File: src/rtl/readout_sequencer.sv
// rtl/readout_sequencer.sv - frame readout sequencer: exposure, one-hot row walk, conversion and row handoff
module readout_sequencer #(
  parameter int ROWS          = 4,
  parameter int EXPOSE_CYCLES = 8,
  localparam int IDXW         = $clog2(ROWS)
) (
  input  logic            clk,
  input  logic            reset,
  input  logic            start,
  input  logic            abort,
  input  logic            conv_done,
  input  logic            out_ready,
  output logic            busy,
  output logic            expose,
  output logic [ROWS-1:0] row_sel,
  output logic            row_sel_en,
  output logic [IDXW-1:0] row_idx,
  output logic            conv_start,
  output logic            out_valid,
  output logic            frame_done
);

  typedef enum logic [2:0] {
    S_IDLE,
    S_EXPOSE,
    S_CONVERT,
    S_READOUT,
    S_DONE
  } state_t;

  state_t     state;
  logic [7:0] cnt;

  always_ff @(posedge clk or negedge reset) begin
    if (!reset) begin
      state      <= S_IDLE;
      cnt        <= '0;
      row_sel    <= ROWS'(1);
      row_idx    <= '0;
      busy       <= 1'b0;
      expose     <= 1'b0;
      row_sel_en <= 1'b0;
      conv_start <= 1'b0;
      out_valid  <= 1'b0;
      frame_done <= 1'b0;
    end else if (state != S_IDLE && abort) begin
      // abort wins over any handshake or completion in the same cycle
      state      <= S_IDLE;
      cnt        <= '0;
      row_sel    <= ROWS'(1);
      row_idx    <= '0;
      busy       <= 1'b0;
      expose     <= 1'b0;
      row_sel_en <= 1'b0;
      conv_start <= 1'b0;
      out_valid  <= 1'b0;
      frame_done <= 1'b0;
    end else begin
      case (state)
        S_IDLE: begin
          if (start) begin
            state  <= S_EXPOSE;
            cnt    <= 8'(EXPOSE_CYCLES - 1);
            busy   <= 1'b1;
            expose <= 1'b1;
          end
        end
        S_EXPOSE: begin
          if (cnt == 8'd0) begin
            state      <= S_CONVERT;
            expose     <= 1'b0;
            row_sel_en <= 1'b1;
            conv_start <= 1'b1;
          end else begin
            cnt <= cnt - 8'd1;
          end
        end
        S_CONVERT: begin
          // conv_start marks the first cycle, where conv_done is stale
          if (conv_start) begin
            conv_start <= 1'b0;
          end else if (conv_done) begin
            state     <= S_READOUT;
            out_valid <= 1'b1;
          end
        end
        S_READOUT: begin
          if (out_ready) begin
            out_valid <= 1'b0;
            row_sel   <= {row_sel[ROWS-2:0], row_sel[ROWS-1]};
            if (row_sel[ROWS-1]) begin
              state      <= S_DONE;
              row_idx    <= '0;
              row_sel_en <= 1'b0;
              frame_done <= 1'b1;
            end else begin
              state      <= S_CONVERT;
              row_idx    <= row_idx + 1'b1;
              conv_start <= 1'b1;
            end
          end
        end
        S_DONE: begin
          state      <= S_IDLE;
          frame_done <= 1'b0;
          busy       <= 1'b0;
        end
        default: begin
          state <= S_IDLE;
        end
      endcase
    end
  end

endmodule

File: config.mk
export PLATFORM = sky130hd
export DESIGN_NAME = readout_sequencer
export DESIGN_NICKNAME = d
export VERILOG_FILES = /design/src/rtl/readout_sequencer.sv
export SDC_FILE = /design/constraint.sdc
export NUM_CORES = 1
export LEC_CHECK = 0
export CAP_MARGIN = 20
export CORE_UTILIZATION = 55
export DETAILED_ROUTE_END_ITERATION = 8
export PLACE_DENSITY = 0.8
export RECOVER_POWER = 100
export SLEW_MARGIN = 10
export SYNTH_ARGS = -nofsm -noshare
export SYNTH_HDL_FRONTEND = slang
export SYNTH_SLANG_ARGS = --single-unit
File: constraint.sdc
create_clock -name clk -period 3.9 [get_ports clk]
set_input_delay 0.78 -clock clk [delete_from_list [all_inputs] [get_ports clk]]
set_output_delay 0.78 -clock clk [all_outputs]
set_load 0.01 [all_outputs]
==> results.sh <==
export IMPL_dr_pass1_iters=5
export IMPL_cts_htree_levels=1
export IMPL_start_util=0.592
export IMPL_yosys_top_cells_area="dfrtp_1 (42%), o21ai_0 (4.9%), nand2_1 (4.8%), nor2_1 (3.1%), a21oi_1 (3.0%)"
export IMPL_setup_viol=0
export IMPL_syn_area_per_cell_um2=9.37
export IMPL_path_cells="dlygate4sd3_1 -> or4b_1 -> o21ai_0 -> mux2_1"
export IMPL_synth_edff_count=0
export IMPL_place_inst=180
export IMPL_p_comb_frac=0.483
export IMPL_cpPeakStageDelay_ns=0.67
export IMPL_pin_count=18
export IMPL_core_area_um2=2230
export IMPL_critPathBufInv=1
export IMPL_critPathSlowestCell="dlygate4sd3_1"
export IMPL_switching_share=0.428
export IMPL_p_leak_uw=0.000648
export IMPL_cts_root_buf="clkbuf_4"
export IMPL_cts_buffers=3
export IMPL_fin_nets=166
export IMPL_grt_pass1_wl_um=4860
export IMPL_multi_input_area_um2=661
export IMPL_dieArea_um2=2600
export IMPL_ys_seq_area_frac=0.437
export IMPL_clock_sinks=23
export IMPL_cts_tree="built"
export IMPL_antenna_left=0
export IMPL_clock_latency_ns=0.31
export IMPL_async_flop_share=1.00
export IMPL_hp_class="flop to flop"
export IMPL_synth_top_area_frac=0.417
export IMPL_power_frac_seq=0.415
export IMPL_synth_top_area_cell="dfrtp_1"
export IMPL_antenna_found_initial=0
export IMPL_critPathKind="input port to flop"
export IMPL_finalCritPeriodShare=0.693
export IMPL_finalWirelength_um=2760
export IMPL_cts_clk_slew_worst_paths_ns=0.14
export IMPL_switching_power_uw=465
export IMPL_grt_ovfl_total=0
export IMPL_cts_path_max_buffers=2
export IMPL_drtIter0Drc=40
export IMPL_antenna_cells=0
export IMPL_layout_drive_gt1_share=0.0701
export IMPL_fin_cells=185
export IMPL_crit_path_max_fanout=11
export IMPL_viasPerCell=5.90
export IMPL_synthCells=141
export IMPL_ff_latch_area_um2=577
export IMPL_row_count=17
export IMPL_max_freq_mhz=370
export IMPL_routedWlPerCell_um=14.9
export IMPL_hold_viol=0
export IMPL_die_y_um=51.0
export IMPL_worstPathArrival_ns=2.90
export IMPL_fillers=194
export IMPL_ys_warn_count=0
export IMPL_grt_pass1_vias=1110
export IMPL_power_density_nw_per_um2=727
export IMPL_rsz0062_at_grt="false"
export IMPL_synth_nets=149
export IMPL_final_max_slew_violation_count=0
export IMPL_syn_cell_area_um2=1320
export IMPL_grt_max_degree=24
export IMPL_clkPwrFrac=0.103
export IMPL_fin_crit_ns=2.70
export IMPL_max_slew_margin_rel=0.381
export IMPL_area_delta_synth_final_pct=13.3
export IMPL_finalClockSkew_ns=0.00821
export IMPL_tightest_slew_ns=0.929
export IMPL_cp_start_kind="input port"
export IMPL_die_x_um=51.0
export IMPL_synth_cell_types=42
export IMPL_drc=0
export IMPL_status="complete, no violations"
export IMPL_post_cts_repair_setup_buffers=0
export IMPL_cp_required_ns=4.10
export IMPL_io_buffers=17
export IMPL_grt_usage=0.250
export IMPL_cts_hold_buf=0
export IMPL_endpoint_kind="flop"
export IMPL_p_int_uw=622
export IMPL_maxCapViolations=0
export IMPL_cts_resized=0
export IMPL_ir_drop_mv=0.425
export IMPL_ys_flop_type="dfrtp_1"
export IMPL_crit_family="buffers and inverters"
export IMPL_dp_hpwl_um=1980
export IMPL_yosys_register_bits=23
export IMPL_setup_tns_ns=0
export IMPL_globalplace_congestion=0.841
export IMPL_via_count=1091
## layout by cell type (no fill, tap or decap), types with 2 or more instances in the layout
master	netlist	layout
inv_1	6	6
a21oi_1	8	9
o21ai_0	13	14
clkbuf_4	0	3
o21a_1	2	2
a22o_1	2	2
nor3_1	4	4
nor3b_1	2	2
mux2_1	2	2
o31a_1	2	2
a31o_2	2	2
nand2b_1	5	5
nor2b_1	3	3
clkdlybuf4s50_1	0	3
xor2_1	2	2
a31oi_1	4	5
nand2_1	17	17
nand3_1	5	5
dlygate4sd3_1	0	14
nor2_1	11	11
dfrtp_1	22	22
o41ai_1	2	2
ha_1	2	2
## flip-flops by register name, summed over array words and instances (netlist names)
name / cells
busy: 1
expose: 1
row_sel: 4
frame_done: 1
state: 3
conv_start: 1
out_valid: 1
cnt: 8
row_sel_en: 1
row_idx: 2
## cell usage after synthesis, types with 2 or more instances
library cell / number
a22o_1: 2
a31oi_1: 4
a21oi_1: 8
buf_2: 3
inv_1: 6
nor3b_1: 2
mux2_1: 2
dfrtp_1: 22
nor2_1: 11
xor2_1: 2
clkbuf_1: 2
nor3_1: 4
o41ai_1: 2
o31a_1: 2
o21ai_0: 13
nand2b_1: 5
o21a_1: 2
a31o_2: 2
nand3_1: 5
nor2b_1: 3
nand2_1: 17
ha_1: 2
## worst register-to-register path, stage by stage (launching register included)
cell and delay (ns):
dfrtp_1 0.62, or4b_1 0.69, o21ai_0 0.49, mux2_1 0.37
## layout make-up
class	count	share of cell area
tap	28	0.0234
inverter	6	0.0151
sequential	23	0.385
timing repair buffer	18	0.116
multi-input combinational	106	0.441
clock inverter	1	0.00334
clock buffer	3	0.0151
## path summary, 6_finish.rpt
kind,start,end,slack (ns),depth (start not counted)
setup / recovery,abort,cnt[0],1.20,4
hold / removal,expose,expose,0.51,2
setup reg to reg,state[1],cnt[0],1.62,3
hold reg to reg,expose,expose,0.51,2
max in group asynchronous,reset,row_idx[1],1.98,2
min in group asynchronous,reset,conv_start,0.77,1
## cell families after synthesis
logic type | after synthesis | share of synthesized area
adders and majority gates | 2 | 0.0189
AOI/OAI and AO/OA | 46 | 0.249
muxes | 2 | 0.0170
DFF | 23 | 0.437
and+or+nand+nor | 54 | 0.225
buffers and inverters | 12 | 0.0398
xor gates and xnor gates | 2 | 0.0133
## per-stage QoR
stage / worst slack, ns / cell area [um2] / power, uW / hold slack [ns] / util
after CTS: 1.55 / 1520 / 1150 / 0.527 / 0.682
after floorplan: 1.92 / 1320 / 840 / 0.469 / -
final: 1.20 / 1500 / 1090 / 0.514 / 0.670
after global placement: 1.25 / 1500 / 1010 / 0.477 / 0.670
after global routing: 1.04 / 1500 / 1190 / 0.544 / 0.670
after detailed placement: 1.21 / 1500 / 1030 / 0.490 / 0.670
## power by group through the flow
stage          logic, uW  clock network (uW)  registers [uW]
6_report             525                 112             451
5_1_grt              592                 122             473
4_1_cts              574                 118             456
3_5_place_dp         571                   0             461
3_3_place_gp         553                   0             454
2_1_floorplan        411                   0             429
## routing by layer
layer | share of wire | GRT usage | vias up
met3 | 0.028 | 0.0298 | 2
met4 | 0.0062 | 0.0926 | 0
met1 | 0.47 | 0.326 | 524
met2 | 0.49 | 0.423 | 20
li1 | - | - | 545
met5 | 0 | 0 | -
Note: power is estimated with default switching activity, not from simulation.
